==> src/rtl/voice_allocator_if.sv <==
// Event channel into the voice allocator plus its assignment strobe bus back out.
// Latency: n/a (wires only); ev_valid/ev_ready is a plain valid-ready handshake.
// Backpressure: source holds ev_* with ev_valid high until it sees ev_ready high at a clock edge.
// Ports:
//   ev_valid, ev_type, ev_note, ev_vel  : event offered by the sequencer
//   ev_ready                            : allocator can take an event this cycle
//   assign_stb/adr/note/vel/gate, steal : per-voice assignment results to the synth engine
interface voice_allocator_if #(
    parameter int V_WIDTH = 3
);
    logic               ev_valid;
    logic               ev_ready;
    logic [1:0]         ev_type;
    logic [6:0]         ev_note;
    logic [6:0]         ev_vel;

    logic               assign_stb;
    logic [V_WIDTH-1:0] assign_adr;
    logic [7:0]         assign_note;
    logic [6:0]         assign_vel;
    logic               assign_gate;
    logic               steal;

    // Sequencer / engine side.
    modport master (
        output ev_valid, ev_type, ev_note, ev_vel,
        input  ev_ready,
        input  assign_stb, assign_adr, assign_note, assign_vel, assign_gate, steal
    );

    // Allocator side.
    modport slave (
        input  ev_valid, ev_type, ev_note, ev_vel,
        output ev_ready,
        output assign_stb, assign_adr, assign_note, assign_vel, assign_gate, steal
    );
endinterface

==> src/rtl/voice_allocator.sv <==
// Polyphonic voice allocator: maps MIDI note-on/off events onto VOICES synth voices.
// Latency: note events strobe VOICES+1 cycles after transfer, ready again at VOICES+2; other types ready at 2.
// Backpressure: ev_ready high only in IDLE (and never during reset); one event in flight at a time.
// Ports:
//   CLOCK_50, reset_reg : clock, synchronous active-high reset
//   ev_if (slave)       : event handshake in, assignment strobe bus out
//   voice_free          : per-voice "envelope finished" flag from the engine
//   key_on              : per-voice gate to the engine
//   active_keys         : number of voices currently gated on
module voice_allocator #(
    parameter int VOICES  = 8,
    parameter int V_WIDTH = 3
) (
    input  logic                CLOCK_50,
    input  logic                reset_reg,
    voice_allocator_if.slave    ev_if,
    input  logic [VOICES-1:0]   voice_free,
    output logic [VOICES-1:0]   key_on,
    output logic [V_WIDTH:0]    active_keys
);

    typedef enum logic [1:0] {
        IDLE  = 2'd0,
        SCAN  = 2'd1,
        ISSUE = 2'd2
    } state_t;

    typedef struct packed {
        logic [1:0] typ;
        logic [6:0] note;
        logic [6:0] vel;
    } ev_t;

    // Best candidate found so far for one selection rule.
    typedef struct packed {
        logic               found;
        logic [V_WIDTH-1:0] idx;
        logic [7:0]         age;
    } cand_t;

    localparam logic [1:0]         EV_ON    = 2'b00;
    localparam logic [1:0]         EV_OFF   = 2'b01;
    localparam logic [1:0]         EV_ALL   = 2'b10;
    localparam logic [7:0]         NO_KEY   = 8'hff;
    localparam logic [V_WIDTH-1:0] LAST_IDX = V_WIDTH'(VOICES - 1);

    state_t             state;
    state_t             state_nxt;
    ev_t                ev_q;
    logic [V_WIDTH-1:0] scan_idx;
    logic [7:0]         key_val [VOICES];
    logic [7:0]         age     [VOICES];

    // ret: held voice already playing this note; free: idle and engine-free;
    // off: idle, oldest; on: held, oldest (steal victim).
    cand_t ret_q,  free_q,  off_q,  on_q;
    cand_t ret_c,  free_c,  off_c,  on_c;
    cand_t here;

    logic               take;
    logic               last_scan;
    logic               hit;
    logic [V_WIDTH-1:0] tgt;
    logic               inc;
    logic               stl;

    logic               stb_q;
    logic               steal_q;
    logic               gate_q;
    logic               inc_q;
    logic [V_WIDTH-1:0] adr_q;
    logic [7:0]         note_out_q;
    logic [6:0]         vel_out_q;

    assign ev_if.ev_ready    = (state == IDLE) && !reset_reg;
    assign ev_if.assign_stb  = stb_q;
    assign ev_if.steal       = steal_q;
    assign ev_if.assign_adr  = adr_q;
    assign ev_if.assign_note = note_out_q;
    assign ev_if.assign_vel  = vel_out_q;
    assign ev_if.assign_gate = gate_q;

    assign take      = ev_if.ev_valid && ev_if.ev_ready;
    assign last_scan = (state == SCAN) && (scan_idx == LAST_IDX);

    // ------------------------------------------------------------------ FSM
    always_ff @(posedge CLOCK_50) begin
        if (reset_reg) begin
            state <= IDLE;
        end else begin
            state <= state_nxt;
        end
    end

    always_comb begin
        state_nxt = state;
        case (state)
            IDLE: begin
                // ev_type[1] set: all-notes-off or reserved, no voice search needed.
                if (take) begin
                    state_nxt = ev_if.ev_type[1] ? ISSUE : SCAN;
                end
            end
            SCAN: begin
                if (last_scan) begin
                    state_nxt = ISSUE;
                end
            end
            ISSUE:   state_nxt = IDLE;
            default: state_nxt = IDLE;
        endcase
    end

    // ------------------------------------------- per-cycle candidate update
    // Fold the voice visited this cycle into the running bests. Ties keep
    // the earlier (lower) index because only a strictly greater age wins.
    always_comb begin
        here.found = 1'b1;
        here.idx   = scan_idx;
        here.age   = age[scan_idx];
        ret_c      = ret_q;
        free_c     = free_q;
        off_c      = off_q;
        on_c       = on_q;
        if (key_on[scan_idx]) begin
            if (!ret_q.found && (key_val[scan_idx] == {1'b0, ev_q.note})) begin
                ret_c = here;
            end
            if (!on_q.found || (age[scan_idx] > on_q.age)) begin
                on_c = here;
            end
        end else begin
            if (!free_q.found && voice_free[scan_idx]) begin
                free_c = here;
            end
            if (!off_q.found || (age[scan_idx] > off_q.age)) begin
                off_c = here;
            end
        end
    end

    // Final choice, only meaningful on the last SCAN cycle.
    always_comb begin
        hit = 1'b0;
        tgt = '0;
        inc = 1'b0;
        stl = 1'b0;
        if (ev_q.typ == EV_ON) begin
            hit = 1'b1;
            if (ret_c.found) begin
                tgt = ret_c.idx;
            end else if (free_c.found) begin
                tgt = free_c.idx;
                inc = 1'b1;
            end else if (off_c.found) begin
                tgt = off_c.idx;
                inc = 1'b1;
            end else begin
                // Every voice is held: take the oldest one.
                tgt = on_c.idx;
                stl = 1'b1;
            end
        end else if (ev_q.typ == EV_OFF) begin
            hit = ret_c.found;
            tgt = ret_c.idx;
        end
    end

    // ------------------------------------------------------------ datapath
    always_ff @(posedge CLOCK_50) begin
        if (reset_reg) begin
            ev_q        <= '0;
            scan_idx    <= '0;
            ret_q       <= '0;
            free_q      <= '0;
            off_q       <= '0;
            on_q        <= '0;
            key_on      <= '0;
            active_keys <= '0;
            for (int i = 0; i < VOICES; i++) begin
                key_val[i] <= NO_KEY;
                age[i]     <= 8'd0;
            end
            stb_q       <= 1'b0;
            steal_q     <= 1'b0;
            gate_q      <= 1'b0;
            inc_q       <= 1'b0;
            adr_q       <= '0;
            note_out_q  <= NO_KEY;
            vel_out_q   <= 7'd0;
        end else begin
            stb_q   <= 1'b0;
            steal_q <= 1'b0;
            case (state)
                IDLE: begin
                    if (take) begin
                        // A zero-velocity note-on is a release by MIDI convention.
                        ev_q.typ  <= ((ev_if.ev_type == EV_ON) && (ev_if.ev_vel == 7'd0))
                                     ? EV_OFF : ev_if.ev_type;
                        ev_q.note <= ev_if.ev_note;
                        ev_q.vel  <= ev_if.ev_vel;
                        scan_idx  <= '0;
                        ret_q     <= '0;
                        free_q    <= '0;
                        off_q     <= '0;
                        on_q      <= '0;
                    end
                end
                SCAN: begin
                    scan_idx <= scan_idx + 1'b1;
                    ret_q    <= ret_c;
                    free_q   <= free_c;
                    off_q    <= off_c;
                    on_q     <= on_c;
                    // Results register on the way into ISSUE so the strobe and its
                    // qualifiers appear together and then hold until the next strobe.
                    if (last_scan && hit) begin
                        stb_q      <= 1'b1;
                        steal_q    <= stl;
                        inc_q      <= inc;
                        adr_q      <= tgt;
                        gate_q     <= (ev_q.typ == EV_ON);
                        note_out_q <= (ev_q.typ == EV_ON) ? {1'b0, ev_q.note} : NO_KEY;
                        vel_out_q  <= ev_q.vel;
                    end
                end
                ISSUE: begin
                    if (stb_q && gate_q) begin
                        key_on[adr_q]  <= 1'b1;
                        key_val[adr_q] <= note_out_q;
                        for (int i = 0; i < VOICES; i++) begin
                            if (V_WIDTH'(i) == adr_q) begin
                                age[i] <= 8'd0;
                            end else if (age[i] != 8'hff) begin
                                age[i] <= age[i] + 8'd1;
                            end
                        end
                        if (inc_q) begin
                            active_keys <= active_keys + 1'b1;
                        end
                    end else if (stb_q) begin
                        key_on[adr_q]  <= 1'b0;
                        key_val[adr_q] <= NO_KEY;
                        active_keys    <= active_keys - 1'b1;
                    end else if (ev_q.typ == EV_ALL) begin
                        key_on      <= '0;
                        active_keys <= '0;
                        for (int i = 0; i < VOICES; i++) begin
                            key_val[i] <= NO_KEY;
                        end
                    end
                end
                default: ;
            endcase
        end
    end

endmodule
==> src/flat_wrapper.sv <==
// flat-port wrapper written by rule: the top's interface ports become plain ports
module voice_allocator_flat 
#(
    parameter int VOICES  = 8,
    parameter int V_WIDTH = 3
)
  (CLOCK_50, reset_reg, voice_free, key_on, active_keys, ev_if_ev_valid, ev_if_ev_type, ev_if_ev_note, ev_if_ev_vel, ev_if_ev_ready, ev_if_assign_stb, ev_if_assign_adr, ev_if_assign_note, ev_if_assign_vel, ev_if_assign_gate, ev_if_steal);
  voice_allocator_if #(.V_WIDTH(V_WIDTH)) ev_if_i ();
  input  logic CLOCK_50;
  input  logic reset_reg;
  input  logic [VOICES-1:0] voice_free;
  output logic [VOICES-1:0] key_on;
  output logic [V_WIDTH:0] active_keys;
  input wire logic [$bits(ev_if_i.ev_valid)-1:0] ev_if_ev_valid;
  input wire logic [$bits(ev_if_i.ev_type)-1:0] ev_if_ev_type;
  input wire logic [$bits(ev_if_i.ev_note)-1:0] ev_if_ev_note;
  input wire logic [$bits(ev_if_i.ev_vel)-1:0] ev_if_ev_vel;
  output wire logic [$bits(ev_if_i.ev_ready)-1:0] ev_if_ev_ready;
  output wire logic [$bits(ev_if_i.assign_stb)-1:0] ev_if_assign_stb;
  output wire logic [$bits(ev_if_i.assign_adr)-1:0] ev_if_assign_adr;
  output wire logic [$bits(ev_if_i.assign_note)-1:0] ev_if_assign_note;
  output wire logic [$bits(ev_if_i.assign_vel)-1:0] ev_if_assign_vel;
  output wire logic [$bits(ev_if_i.assign_gate)-1:0] ev_if_assign_gate;
  output wire logic [$bits(ev_if_i.steal)-1:0] ev_if_steal;
  assign ev_if_i.ev_valid = ev_if_ev_valid;
  assign ev_if_i.ev_type = ev_if_ev_type;
  assign ev_if_i.ev_note = ev_if_ev_note;
  assign ev_if_i.ev_vel = ev_if_ev_vel;
  assign ev_if_ev_ready = ev_if_i.ev_ready;
  assign ev_if_assign_stb = ev_if_i.assign_stb;
  assign ev_if_assign_adr = ev_if_i.assign_adr;
  assign ev_if_assign_note = ev_if_i.assign_note;
  assign ev_if_assign_vel = ev_if_i.assign_vel;
  assign ev_if_assign_gate = ev_if_i.assign_gate;
  assign ev_if_steal = ev_if_i.steal;
  voice_allocator #(.VOICES(VOICES), .V_WIDTH(V_WIDTH)) u_core (.CLOCK_50(CLOCK_50), .reset_reg(reset_reg), .ev_if(ev_if_i), .voice_free(voice_free), .key_on(key_on), .active_keys(active_keys));
endmodule
==> config.mk <==
export PLATFORM = sky130hd
export DESIGN_NAME = voice_allocator_flat
export DESIGN_NICKNAME = d
export VERILOG_FILES = /design/src/rtl/voice_allocator_if.sv /design/src/rtl/voice_allocator.sv /design/src/flat_wrapper.sv
export SDC_FILE = /design/constraint.sdc
export NUM_CORES = 1
export LEC_CHECK = 0
export BUFFER_PORTS_ARGS = -buffer_cell sky130_fd_sc_hd__buf_2
export CORE_MARGIN = 8
export CORE_UTILIZATION = 43
export CTS_CLUSTER_DIAMETER = 120
export CTS_CLUSTER_SIZE = 30
export DETAILED_ROUTE_END_ITERATION = 10
export HOLD_SLACK_MARGIN = 0.1
export PLACE_DENSITY_LB_ADDON = 0.08
export REMOVE_ABC_BUFFERS = 1
export SLEW_MARGIN = 20
export SYNTH_ARGS = -nofsm -noshare
export SYNTH_HDL_FRONTEND = slang
export SYNTH_SLANG_ARGS = --single-unit
==> constraint.sdc <==
create_clock -name CLOCK_50 -period 4.3 [get_ports CLOCK_50]
set_clock_uncertainty 0.1 [all_clocks]
set_input_delay 0.645 -clock CLOCK_50 [delete_from_list [all_inputs] [get_ports CLOCK_50]]
set_output_delay 0.645 -clock CLOCK_50 [all_outputs]
set_load 0.02 [all_outputs]
==> impl_metrics.csv, run 1 <==
group,metric,value,unit
synthesis,synthCells,1108,
finish,syn2layout_area_growth,9.00,%
synthesis,synth.yosys.seq_area_share,50.9,%
die,die_h,177,µm
placed_design,io_buffers,60,
critical_path,crit_path_start_kind,"flop",
grt,gr-total-overflow,0,
clock_network,cts.sinks,218,
finish,final_nets,1207,
die,initial_core_util,43.9,%
grt,antenna_found_initial,0,
route,first_pass_iters,5,
clock_network,cts_buffer_depth,3,
critical_path,ff2ff_path_depth,9,
finish,drive_gt1_share,12.3,%
finish,final_cell_mix,"nor2_1 (179), nand2_1 (150), edfxtp_1 (128)",
synthesis,synth.yosys.warnings,0,
grt,grt_busiest_layer,"met2",
critical_path,crit_type,"flop to flop",
worst_hold_path,min_path_type,"input port to flop",
pwr,p_seq_share,61.6,%
synthesis,netlist.area_leader.share,34.6,%
die,io_pins,61,
clock_network,numCtsBuffers,11,
flow_run,cap_violations,0,
clock_network,cts_root_buf,"clkbuf_16",
grt,gr-usage-met1,24.4,%
pwr,sw_frac_of_total,23.9,%
timing,setup_tns,0,ps
synthesis,synth_area_leader_cell,"edfxtp_1",
synthesis,syn_area,0.0111,mm²
timing,setup_violations,0,
finish,final_core_util,47.9,%
critical_path,reg2reg_slack,500,ps
grt,grt_pass1_vias,7803,
pwr,power_switching,0.888,mW
clock_network,htreeDepth,1,
timing,slew_headroom,24.9,%
clock_network,post_cts_buffers,0,
route,vias,8104,
die,core.rowCount,58,
pwr,leakagePower,4.06,nW
synthesis,synth_ff_type,"edfxtp_1",
route,viasPerCell,5.45,
worst_hold_path,worstHoldPathCells,3,
synthesis,synth_edf_count,128,
grt,grt.met3_usage,2.47,%
finish,diodes,0,
outcome,status,"finished clean",
die,dieArea,0.0312,mm²
clock_network,clock_latency,490,ps
synthesis,ys_types,56,
pwr,peakVddDrop,0.209,mV
critical_path,end_kind,"flop",
synthesis,ys_ff_latch,218,
die,core_region_area,0.0253,mm²
timing,worstMarginPinSlew,1120,ps
grt,grt_max_degree,34,
placed_design,dpl.hpwl,20600,µm
route,drc,0,
clock_network,cts_hold_buffers,0,
clock_network,post_cts_resized,0,
grt,grtUsageTotal,17.9,%
synthesis,synth.avg_cell_area,10.0,µm²
pwr,p_int,2.83,mW
timing,rsz0062_at_grt,"false",
timing,timing.fmax,263,MHz
synthesis,synthTopCellsByArea,"edfxtp_1 (35%), dfxtp_1 (16%), nor2_1 (6.1%), nand2_1 (5.1%), mux4_2 (4.1%)",
timing,period_needed,3800,ps
timing,finalCritPeriodShare,88.3,%
timing,slew_violations,0,
worst_hold_path,holdCritStartpoint,"ev_if_ev_note[1]",
synthesis,async_reset_ff_share,0,%
worst_hold_path,min_to,"u_core.ev_q[8]",
pwr,powerDensity,308,mW/mm²
critical_path,worstPathRequired,4570,ps
critical_path,worstPathArrival,4070,ps
clock_network,clk_pin_slew_worst_paths,120,ps
timing,finalHoldWorstSlack,244,ps
timing,finalHoldViolCount,0,
route,postRouteAntennaNets,0,
route,detail_route.wl_per_cell,19.1,µm
route,first_iter_violations,537,
critical_path,regToRegEndpoint,"u_core.ev_if.assign_vel[1]",
pwr,power_frac_comb,6.4,%
finish,final_common_cell,"nor2_1",
grt,grt_pass1_wl,45000,µm
route,wirelength,28400,µm
placed_design,gp_congestion,0.828,
clock_network,cts_tree,"yes",
critical_path,path_max_fanout,24,
grt,use_met2,30.3,%
pwr,pwr-share-clk,32.0,%
die,die_width,177,µm
==> flip-flops by register name, summed over array words and instances (netlist names), 4 cells and up, named ones only <==
name                      cells
u_core.key_on                 8
u_core.age                   64
u_core.active_keys            4
u_core.ret_q                  4
u_core.off_q                 12
u_core.ev_if.assign_vel       7
u_core.ev_if.assign_note      8
u_core.key_val               64
u_core.ev_q                  16
u_core.free_q                 4
u_core.on_q                  12
==> layer usage <==
layer  up-vias  wire, µm
met4         0       380
met3        21      1290
met1      3906     13000
met2       179     13700
li1       3998         -
met5         -         0
==> metrics by stage <==
step | cells | power [mW] | area (µm²) | setup WS, ps
after floorplan | 1052 | 2.47 | 10800 | -270
after global placement | 1469 | 2.58 | 11800 | 484
after detailed placement | 1469 | 2.58 | 11800 | 476
after CTS | 1486 | 3.76 | 12100 | 445
after global routing | 1486 | 3.85 | 12100 | 161
final | 1486 | 3.72 | 12100 | 502
==> Yosys cell counts (3+ instances only) <==
| cell | count |
|---|---|
| o21a_1 | 6 |
| and3_1 | 13 |
| nor2_1 | 179 |
| clkbuf_1 | 43 |
| a22oi_1 | 10 |
| o22a_1 | 4 |
| buf_4 | 5 |
| mux2_2 | 14 |
| ha_1 | 28 |
| o21ai_0 | 18 |
| o211ai_1 | 3 |
| dfxtp_1 | 90 |
| a21oi_1 | 29 |
| mux2i_1 | 44 |
| or3_1 | 7 |
| o22ai_1 | 8 |
| nor3_1 | 28 |
| a31oi_1 | 22 |
| nor4_1 | 6 |
| nand2_1 | 150 |
| a22o_1 | 4 |
| mux4_2 | 20 |
| a21o_1 | 14 |
| xor2_1 | 31 |
| nand4_1 | 11 |
| nand3_1 | 48 |
| nand3b_1 | 20 |
| edfxtp_1 | 128 |
| buf_6 | 4 |
| nand2b_1 | 9 |
| inv_1 | 38 |
| xnor2_1 | 20 |
| o21bai_1 | 8 |
| nor2b_1 | 10 |
| and2_1 | 5 |
| or2_2 | 3 |
==> how the worst max path moves through the flow <==
| stage | depth (start not counted) | end | slack [ps] |
|---|---|---|---|
| detailed placement | 9 | u_core.ev_if.assign_vel[2] | 480 |
| global placement | 9 | u_core.ev_if.assign_vel[2] | 480 |
| CTS | 9 | u_core.ev_if.assign_vel[0] | 450 |
| global route | 9 | u_core.ev_if.assign_vel[0] | 160 |
| finish | 9 | u_core.ev_if.assign_vel[1] | 500 |
| floorplan | 7 | u_core.ev_if.steal | -270 |
==> cells by family (layout without fill, tap and decap cells) <==
kind of cell	Yosys count	in the layout	share of synthesized area, %
muxes	78	78	9.45
xor gates and xnor gates	51	51	4.03
adders and majority gates	28	28	3.16
AOI/OAI and AO/OA	140	140	8.36
and+or+nand+nor	499	499	20.5
DFF	218	218	50.9
buffers and inverters	94	142	3.64
==> power by group through the flow <==
stage	Sequential (mW)	Combinational (mW)	Clock, mW
4_1_cts	2.29	0.241	1.23
3_5_place_dp	2.34	0.240	0
5_1_grt	2.30	0.267	1.28
2_1_floorplan	2.32	0.151	0
6_report	2.29	0.239	1.19
3_3_place_gp	2.34	0.239	0
==> layout make-up <==
| type | instances | area, µm² |
|---|---|---|
| timing repair buffer | 87 | 515 |
| clock inverter | 1 | 30.0 |
| sequential | 218 | 5650 |
| clock buffer | 16 | 294 |
| inverter | 38 | 143 |
| multi-input combinational | 796 | 5050 |
| tap | 330 | 413 |
| fill | 2405 | 13200 |
==> critical path, stage by stage, from the launching register on <==
cell,delay (ps)
dfxtp_2,670
buf_4,460
mux4_2,580
mux2_2,310
nor4b_4,310
nand4_1,250
a31oi_2,450
buf_4,290
mux2i_1,200
nor2_1,50
No activity file was read; power rests on OpenSTA's default activity.
==> inputs of run 2 (changes only) <==
- CAP_MARGIN: unset -> 20
- CORE_ASPECT_RATIO: unset -> 0.5
==> run 2 against run 1 <==
Compared with the run above:
- sequential power barely moved
- highest routed layer unchanged
- critical endpoint is now u_core.ev_if.assign_adr[1]
- largest cell class unchanged
- critical path type unchanged
- worst setup slack improved by 40 ps
- flip-flop and latch count did not move
==> impl_metrics.csv, run 2 (synthesized netlist as in run 1, its figures left out) <==
group,metric,value,unit
placed_design,io_buffers,60,
timing,rsz0062_at_grt,"false",
clock_network,cts_buffer_depth,3,
grt,antenna_found_initial,0,
clock_network,htreeDepth,1,
timing,worstMarginPinSlew,696,ps
clock_network,cts_hold_buffers,0,
grt,grt_pass1_vias,7919,
finish,fin_cells,1498,
finish,final_cell_mix,"nor2_1 (179), nand2_1 (150), edfxtp_1 (128)",
clock_network,numCtsBuffers,11,
critical_path,path_max_fanout,12,
clock_network,cts_root_buf,"clkbuf_16",
placed_design,gp_congestion,0.818,
timing,period_needed,3760,ps
pwr,power_switching,0.885,mW
timing,setup_violations,0,
clock_network,cts_tree,"yes",
finish,final_nets,1205,
critical_path,end_kind,"flop",
critical_path,path_buf_inv,1,
die,die_h,130,µm
timing,finalCritPeriodShare,87.4,%
pwr,p_seq_share,61.6,%
finish,drive_gt1_share,12.1,%
pwr,leakagePower,4.05,nW
die,initial_core_util,43.9,%
route,postRouteAntennaNets,0,
pwr,power_frac_comb,6.4,%
clock_network,post_cts_buffers,0,
die,io_pins,61,
critical_path,slowest_delay,740,ps
pwr,p_int,2.83,mW
route,viasPerCell,5.43,
placed_design,dpl.hpwl,20000,µm
die,core_region_area,0.0253,mm²
critical_path,reg2reg_slack,540,ps
placed_design,placedCellCount,1481,
clock_network,post_cts_resized,0,
die,dieArea,0.0315,mm²
flow_run,cap_violations,0,
critical_path,worstPathRequired,4590,ps
pwr,sw_frac_of_total,23.8,%
worst_hold_path,min_path_type,"input port to flop",
timing,slew_violations,0,
clock_network,cts.sinks,218,
die,core.rowCount,41,
finish,final_common_cell,"nor2_1",
route,vias,8132,
critical_path,crit_chain,"mux4_2 > mux2i_1 > inv_1 > ha_1 > nand4_1 > a21o_1 > a211o_1 > nor2b_1 > a222oi_1 > nand3_1 > a32o_1",
finish,diodes,0,
route,detail_route.wl_per_cell,18.3,µm
route,wirelength,27400,µm
grt,grt_max_degree,49,
timing,finalHoldViolCount,0,
critical_path,crit_path_start_kind,"flop",
route,first_iter_violations,609,
timing,timing.fmax,266,MHz
pwr,peakVddDrop,0.213,mV
timing,slew_headroom,53.4,%
clock_network,clk_pin_slew_worst_paths,120,ps
grt,gr-total-overflow,0,
route,drc,0,
pwr,powerDensity,308,mW/mm²
critical_path,worstPathArrival,4050,ps
critical_path,crit_path_top_delay_cell,"dfxtp_1",
finish,fill_cells,2410,
outcome,status,"finished clean",
finish,final_core_util,47.8,%
clock_network,clock_latency,490,ps
die,die_width,243,µm
critical_path,crit_type,"flop to flop",
critical_path,cp_top_family,"compound AO/OA/AOI/OAI gates",
pwr,pwr-share-clk,32.0,%
grt,grt_pass1_wl,44500,µm
route,first_pass_iters,5,
finish,syn2layout_area_growth,8.91,%
finish,reg.largest.list,"u_core.age: 64 flops, u_core.key_val: 64 flops, u_core.ev_q: 16 flops",
grt,grtUsageTotal,17.4,%
[run 2: cell count changes in the layout (fill, tap and decap cells not counted)]
cell / before / now
buf_12: 1 / 0
buf_4: 26 / 25
[run 2: through the flow]
stage | hold slack (ps) | setup TNS (ps) | area, µm² | power (mW) | setup WS [ps]
detailed placement | 364 | 0 | 11800 | 2.58 | 548
global route | 238 | 0 | 12100 | 3.87 | 285
CTS | 227 | 0 | 12100 | 3.76 | 508
global placement | 360 | 0 | 11800 | 2.57 | 639
floorplan | 338 | -2110 | 10800 | 2.47 | -270
finish | 247 | 0 | 12100 | 3.72 | 541
[run 2: area by class of cell]
cell class                 count  area, µm²  area share [%]
timing repair buffer          85        488            4.04
clock inverter                 1       30.0           0.248
inverter                      38        143            1.18
tap                          344        430            3.56
sequential                   218       5650            46.7
multi-input combinational    796       5050            41.8
clock buffer                  16        294            2.43
[run 2: per-layer routing]
layer | wire length, µm | up-vias | track usage, %
met2 | 13000 | 144 | 29.7
met3 | 1050 | 28 | 2.44
met4 | 497 | 0 | 3.37
met5 | 0 | - | 0
li1 | - | 3999 | -
met1 | 12900 | 3961 | 23.8
[run 2: worst reg2reg max path, stage by stage, from the launching register on]
cell	delay, ps
dfxtp_1	740
mux4_2	620
mux2i_1	280
inv_1	110
ha_1	340
nand4_1	140
a21o_1	170
a211o_1	330
nor2b_1	170
a222oi_1	310
nand3_1	110
a32o_1	250
[run 2: power groups by stage]
stage | clock network [mW] | registers, mW | logic, mW
4_1_cts | 1.23 | 2.29 | 0.238
3_5_place_dp | 0 | 2.34 | 0.236
6_report | 1.19 | 2.29 | 0.237
2_1_floorplan | 0 | 2.32 | 0.151
3_3_place_gp | 0 | 2.34 | 0.235
5_1_grt | 1.30 | 2.30 | 0.265
[run 2: final timing paths]
path / from / end / cells after the start
max: flop / u_core.ev_if.assign_adr[1] / 11
min: ev_if_ev_note[6] / u_core.ev_q[13] / 3
max reg2reg: flop / u_core.ev_if.assign_adr[1] / 11
min reg2reg: u_core.ev_q[3] / u_core.ev_q[3] / 2
